==> src/rtl/cache_controller.sv <==
`default_nettype none
// ==========================================================================
// cache_controller: sequencing FSM for the direct-mapped cache datapath
// Revision: 1.0
// ==========================================================================
module cache_controller #(
   parameter int READ_ONLY = 0,
   parameter int LINE_SIZE = 32
) (
   input  logic       clk,
   input  logic       reset_n,
   input  logic       req_valid,
   input  logic [1:0] req_operation,
   output logic       req_fulfilled,
   output logic       req_error,
   output logic       hmem_req_valid,
   output logic       hmem_req_store,
   input  logic       hmem_req_fulfilled,
   input  logic       valid_block_match,
   input  logic       valid_dirty_bit,
   input  logic       counter_done,
   output logic       miss_recovery_mode,
   output logic       clear_selected_dirty_bit,
   output logic       set_selected_dirty_bit,
   output logic       perform_write,
   output logic       clear_selected_valid_bit,
   output logic       finish_new_line_install,
   output logic       set_hmem_block_address,
   output logic       use_victim_tag_for_hmem_block_address,
   output logic       reset_counter,
   output logic       decrement_counter,
   output logic       busy
);

   localparam logic [3:0] S_IDLE      = 4'b0001;
   localparam logic [3:0] S_LOOKUP    = 4'b0010;
   localparam logic [3:0] S_WRITEBACK = 4'b0100;
   localparam logic [3:0] S_FETCH     = 4'b1000;

   localparam logic [1:0] OP_LOAD    = 2'b00;
   localparam logic [1:0] OP_STORE   = 2'b01;
   localparam logic [1:0] OP_CLFLUSH = 2'b10;

   if ((LINE_SIZE < 4) || ((LINE_SIZE % 4) != 0)) begin : g_bad_line_size
      $error("cache_controller: LINE_SIZE must be a positive multiple of 4");
   end

   logic [3:0] state_q, state_d;
   logic       flush_q, flush_d;
   logic       w_read_only;
   logic       w_illegal;
   logic       w_dirty_victim;

   assign w_read_only    = (READ_ONLY != 0);
   assign w_illegal      = (req_operation == 2'b11) ||
                           (w_read_only && (req_operation != OP_LOAD));
   // An instruction cache never holds dirty lines, so the flag is ignored.
   assign w_dirty_victim = valid_dirty_bit && !w_read_only;

   always_comb begin
      state_d                               = state_q;
      flush_d                               = flush_q;
      req_fulfilled                         = 1'b0;
      req_error                             = 1'b0;
      hmem_req_valid                        = 1'b0;
      hmem_req_store                        = 1'b0;
      miss_recovery_mode                    = 1'b0;
      clear_selected_dirty_bit              = 1'b0;
      set_selected_dirty_bit                = 1'b0;
      perform_write                         = 1'b0;
      clear_selected_valid_bit              = 1'b0;
      finish_new_line_install               = 1'b0;
      set_hmem_block_address                = 1'b0;
      use_victim_tag_for_hmem_block_address = 1'b0;
      reset_counter                         = 1'b0;
      decrement_counter                     = 1'b0;
      case (state_q)
         S_IDLE: begin
            if (req_valid) begin
               state_d = S_LOOKUP;
            end
         end
         S_LOOKUP: begin
            if (w_illegal) begin
               req_error     = 1'b1;
               req_fulfilled = 1'b1;
               state_d       = S_IDLE;
            end else if (req_operation == OP_CLFLUSH) begin
               if (!valid_block_match) begin
                  req_fulfilled = 1'b1;
                  state_d       = S_IDLE;
               end else if (w_dirty_victim) begin
                  set_hmem_block_address                = 1'b1;
                  use_victim_tag_for_hmem_block_address = 1'b1;
                  reset_counter                         = 1'b1;
                  flush_d                               = 1'b1;
                  state_d                               = S_WRITEBACK;
               end else begin
                  clear_selected_valid_bit = 1'b1;
                  req_fulfilled            = 1'b1;
                  state_d                  = S_IDLE;
               end
            end else if (valid_block_match) begin
               req_fulfilled = 1'b1;
               if (req_operation == OP_STORE) begin
                  perform_write          = 1'b1;
                  set_selected_dirty_bit = 1'b1;
               end
               state_d = S_IDLE;
            end else if (w_dirty_victim) begin
               set_hmem_block_address                = 1'b1;
               use_victim_tag_for_hmem_block_address = 1'b1;
               reset_counter                         = 1'b1;
               flush_d                               = 1'b0;
               state_d                               = S_WRITEBACK;
            end else begin
               set_hmem_block_address = 1'b1;
               reset_counter          = 1'b1;
               state_d                = S_FETCH;
            end
         end
         S_WRITEBACK: begin
            miss_recovery_mode = 1'b1;
            hmem_req_valid     = 1'b1;
            hmem_req_store     = 1'b1;
            if (hmem_req_fulfilled) begin
               if (!counter_done) begin
                  decrement_counter = 1'b1;
               end else begin
                  clear_selected_dirty_bit = 1'b1;
                  if (flush_q) begin
                     clear_selected_valid_bit = 1'b1;
                     req_fulfilled            = 1'b1;
                     state_d                  = S_IDLE;
                  end else begin
                     set_hmem_block_address = 1'b1;
                     reset_counter          = 1'b1;
                     state_d                = S_FETCH;
                  end
               end
            end
         end
         S_FETCH: begin
            miss_recovery_mode = 1'b1;
            hmem_req_valid     = 1'b1;
            if (hmem_req_fulfilled) begin
               perform_write = 1'b1;
               if (!counter_done) begin
                  decrement_counter = 1'b1;
               end else begin
                  // Replay the lookup so the access completes through the hit path.
                  finish_new_line_install = 1'b1;
                  state_d                 = S_LOOKUP;
               end
            end
         end
         default: begin
            state_d = S_IDLE;
            flush_d = 1'b0;
         end
      endcase
   end

   always_ff @(posedge clk or negedge reset_n) begin
      if (!reset_n) begin
         state_q <= S_IDLE;
         flush_q <= 1'b0;
      end else begin
         state_q <= state_d;
         flush_q <= flush_d;
      end
   end

   assign busy = (state_q != S_IDLE);

endmodule
`default_nettype wire

==> config.mk <==
export PLATFORM = sky130hd
export DESIGN_NAME = cache_controller
export DESIGN_NICKNAME = d
export VERILOG_FILES = /design/src/rtl/cache_controller.sv
export SDC_FILE = /design/constraint.sdc
export NUM_CORES = 1
export LEC_CHECK = 0
export ABC_AREA = 0
export BUFFER_PORTS_ARGS = -buffer_cell sky130_fd_sc_hd__clkbuf_2
export CAP_MARGIN = 0
export CORE_AREA = 2 2 39 41
export DETAILED_ROUTE_END_ITERATION = 6
export DIE_AREA = 0 0 41 43
export PLACE_DENSITY = 0.76
export SLEW_MARGIN = 25
export SYNTH_ARGS = -nofsm -noshare
export SYNTH_HDL_FRONTEND = slang
export SYNTH_SLANG_ARGS = --single-unit
export TNS_END_PERCENT = 100
==> constraint.sdc <==
create_clock -name clk -period 3 [get_ports clk]
set_input_delay 0.6 -clock clk [delete_from_list [all_inputs] [get_ports clk]]
set_output_delay 0.6 -clock clk [all_outputs]
set_load 0.03 [all_outputs]
### After elaboration in Yosys (flattened, before gate mapping)

Index checks and enable logic that the tools add are counted.

| operators by class | value |
|---|---|
| equality and inequality tests | 18 |
| muxes and demuxes | 64 |
| bitwise logic cells | 1 |
| reduce and logical (&&, ||, !) cells | 4 |

Operator list:

| cell | count |
|---|---|
| $mux 1 | 46 |
| $mux 4 | 10 |
| $pmux 4 s4 | 1 |
| $ne 2x2->1 const B | 6 |
| $ne 3x3->1 const B | 4 |
| $pmux 1 s2 | 5 |
| $mux 3 | 2 |
| $reduce_and 6->1 | 1 |
| $reduce_and 5->1 | 1 |
| $eq 2x2->1 const B | 2 |
| $eq 4x1->1 const B | 1 |
| $eq 4x2->1 const B | 1 |
| $eq 4x3->1 const B | 1 |
| $eq 4x4->1 const B | 1 |
| $ne 4x1->1 const B | 1 |
| $reduce_or 3->1 | 1 |
| $eq 2x1->1 const B | 1 |
| $reduce_or 2->1 | 1 |
| $not 1->1 | 1 |

| storage, ports and cells | value |
|---|---|
| flip-flop bits (word level) | 5 |
| output and inout port bits | 15 |

### Logic depth before layout (Yosys ltp)

| logic depth | value |
|---|---|
| word-level depth | 6 |
| mapped depth | 5 |
| depth with buffers taken out | 3 |

### Worst setup path after synthesis

No wires, ideal clock.

| timing | value |
|---|---|
| path kind | input -> output |
| start | input hmem_req_fulfilled |
| end | output set_hmem_block_address |
| arrival time | 1,759 ps |
| path slack | 641 ps |
| cell stages on the path | 4 |
| cells stage by stage | and2_1 -> and3_1 -> o2bb2ai_1 -> buf_4 |

| on the way | value |
|---|---|
| word-level cells in the longest chain between the ends | 2 |

RTL lines:

| what | line | RTL |
|---|---|---|
| from (decl) | 18 | `input logic hmem_req_fulfilled,` |
| $mux 1 | - |  |
| $pmux 1 s2 | - |  |
| to (decl) | 28 | `output logic set_hmem_block_address,` |

Every way passes these cells.

### Worst setup path in the final report

| timing | value |
|---|---|
| start | register state_q[3] |
| end | output req_fulfilled |

| on the way | value |
|---|---|
| word-level cells in the longest chain between the ends | 2 |
| elaborated cells between the ends (all ways) | 3 |
| classes of those cells | eq/ne (2); mux (1) |

RTL lines:

| what | line | RTL |
|---|---|---|
| from (decl) | 48 | `logic [3:0] state_q, state_d;` |
| from (signal assigned) | 169 | `state_q <= state_d;` |
| $eq 4x3->1 or $eq 4x2->1 (tied branches) | 77 | `case (state_q)` |
| $pmux 1 s2 * | 77 |  |
| to (decl) | 14 | `output logic req_fulfilled,` |

Every way passes the cells marked *; elsewhere a longest branch is shown, timed or not.

==> flow_summary.ini <==
[status]
outcome = complete, no violations

[synthesis]
netlist_instances = 62
synth_simple_gate_area_share = 0.400
synth_cell_type_count = 36
synth-seq-area-share = 0.245
synth_top_family_by_area = simple AND/OR/NAND/NOR gates
synth-xor-area-share = 0.0170
netlist_area_um2 = 515
synth_fa_ha_area_frac = 0
ys_seq_elements = 5
syn_nets = 71
synth-compound-area-share = 0.235
synth-warning-count = 0
avgSynthCellArea_um2 = 8.31
synthMuxAreaShare = 0.0218

[setup_path]
crit_type = reg -> out
crit_family = simple AND/OR/NAND/NOR gates
critPathCaptureType = output pin
path_max_fanout = 14
cp.arrival_ns = 1.97
cp_num_buf_inv = 1
cp_cell_sequence = or4b_4, a211oi_1, nand2b_1, clkbuf_2
crit_slowest_cell = or4b_4
critical-path-max-stage-delay_ns = 0.60
cp-start-kind = register
required_ns = 2.40

[pwr]
totalPowerFinal_uw = 343
pwr-share-clk = 0.212
pwr-share-comb = 0.453
p_per_area_nw_per_um2 = 530
power_switching_uw = 148
ir_drop_v = 0.000321
power.share.switching = 0.431
cellLeakagePower_nw = 0.337
pwr-share-seq = 0.335
intPower_uw = 195

[sta]
tightest_slew_ns = 0.476
final.setup.tns_ns = 0
min_period_ns = 2.57
period_share = 0.855
rsz0062_at_grt = no
clock_skew_ns = 0.000232
slew_headroom = 0.678
setup_viol = 0
fmax_ghz = 0.390
slew_viol_final = 0
hold_viol = 0
worst_slack_ns = 0.434

[clock_network]
cts-root-buf = clkbuf_4
clock_latency_ns = 0.23
clock-sinks = 5
clk_transition_reported_paths_ns = 0.04
numCtsBuffers = 3
h-tree-depth = 1
cts_tree = done
cts_resized = 0
cts_setup_buffers = 0
cts-root-to-sink-buffers = 2
hold_buffers = 0

[drt]
drc = 0
met2_length_um = 620
finalWirelength_um = 1250
wl_met1_um = 548
top_layer = met3
drtIter0Drc = 4
via_count = 567
ant_nets = 0
routed-wl-met3_um = 76
dr.pass1.iters = 4
viasPerCell = 5.67
wire_per_inst_um = 12.5

[global_routing]
grtUsageTotal = 0.174
antenna_found_initial = 0
gr-total-overflow = 0
grt_pass1_vias = 496
grt_max_degree = 15
grt_pass1_wl_um = 2060

[floorplan]
core_region_area_um2 = 1380
io_pins = 24
num_rows = 14
dieArea_um2 = 1760
initial_utilization = 0.373
die-height_um = 43
die_w_um = 41

[finish]
diodes = 0
final_common_cell = clkbuf_2
fill_cells = 131
final_cell_mix = 23 x clkbuf_2, 5 x nor2_1, 4 x dfrtp_1
area_growth_pct = 25.5
layout-drive-gt1-share = 0.381
layout.nets = 94

[place]
place_hpwl_um = 1050
port_buffers = 23
place_ws_ns = 0.709
place_congestion = 0.807

[min_path]
hp-class = in -> async

[run]
maxCapViolCount = 0
-- flip-flops by register name, summed over array words and instances (netlist names) --
| register | cells |
|---|---|
| flush_q | 1 |
| state_q | 4 |
-- power by group through the flow --
stage / Clock, mW / Combinational [mW] / Sequential [mW]
after floorplan: 0 / 0.133 / 0.0973
after global placement: 0 / 0.154 / 0.116
after detailed placement: 0 / 0.156 / 0.115
after CTS: 0.0761 / 0.156 / 0.114
after global routing: 0.0861 / 0.172 / 0.118
final: 0.0726 / 0.155 / 0.115
-- final cells by class --
type                            instances  area, µm²  share of cell area
Timing Repair Buffer                   23        115               0.178
Tap cell                               16       20.0              0.0309
Multi-Input combinational cell         49        348               0.538
Clock buffer                            4       26.3              0.0406
Sequential cell                         5        126               0.195
Inverter                                3       11.3              0.0174
-- synth_stat cells (all sizes together) --
| library cell | instances | share of area |
|---|---|---|
| o221ai | 1 | 0.017 |
| xor2 | 1 | 0.017 |
| and3 | 3 | 0.036 |
| nand3 | 2 | 0.019 |
| nor2 | 5 | 0.036 |
| nand4 | 1 | 0.012 |
| mux2 | 1 | 0.022 |
| buf | 5 | 0.058 |
| o311ai | 1 | 0.017 |
| nand3b | 3 | 0.044 |
| o2111ai | 1 | 0.017 |
| dfstp | 1 | 0.051 |
| or2 | 1 | 0.012 |
| o21ai | 1 | 0.0097 |
| o32ai | 1 | 0.032 |
| dfrtp | 4 | 0.19 |
| and2 | 2 | 0.024 |
| o22ai | 1 | 0.012 |
| a211oi | 2 | 0.029 |
| a31o | 2 | 0.034 |
| a21oi | 2 | 0.019 |
| nand2 | 3 | 0.022 |
| inv | 3 | 0.022 |
| and4b | 1 | 0.019 |
| nand2b | 1 | 0.012 |
| nor2b | 3 | 0.036 |
| and2b | 1 | 0.015 |
| nor4b | 1 | 0.017 |
| o41ai | 1 | 0.017 |
| o31ai | 1 | 0.015 |
| or4b | 2 | 0.046 |
| nor3b | 1 | 0.015 |
| o2bb2ai | 1 | 0.017 |
| and3b | 2 | 0.034 |
-- per-stage QoR --
stage / area, µm² / cells / util / hold WS, ns
after floorplan: 515 / 62 / - / 0.304
final: 647 / 100 / 0.467 / 0.174
after detailed placement: 621 / 96 / 0.448 / 0.420
after CTS: 647 / 100 / 0.467 / 0.169
after global routing: 647 / 100 / 0.467 / 0.163
after global placement: 621 / 96 / 0.448 / 0.418
-- per-layer routing --
metal,vias to the layer above,track usage
met5,-,0
met4,0,0.0400
met3,0,0.0628
met2,20,0.269
met1,259,0.223
li1,288,-
-- final timing paths --
check / start / depth (start not counted) / to / slack, ns
worst max register to register: state_q[3] / 3 / state_q[0] / 1.39
worst min-delay path: reset_n / 1 / flush_q / 0.17
worst max-delay path: state_q[3] / 4 / req_fulfilled / 0.43
worst min register to register: state_q[0] / 2 / state_q[1] / 0.62
max in group asynchronous: reset_n / 1 / state_q[0] / 2.61
min in group clk: state_q[0] / 2 / state_q[1] / 0.62
-- cell families after synthesis --
family | after synthesis
AOI/OAI and AO/OA | 15
DFF | 5
buffers and inverters | 8
muxes | 1
and+or+nand+nor | 32
xor gates and xnor gates | 1
No activity file was read; power rests on OpenSTA's default activity.
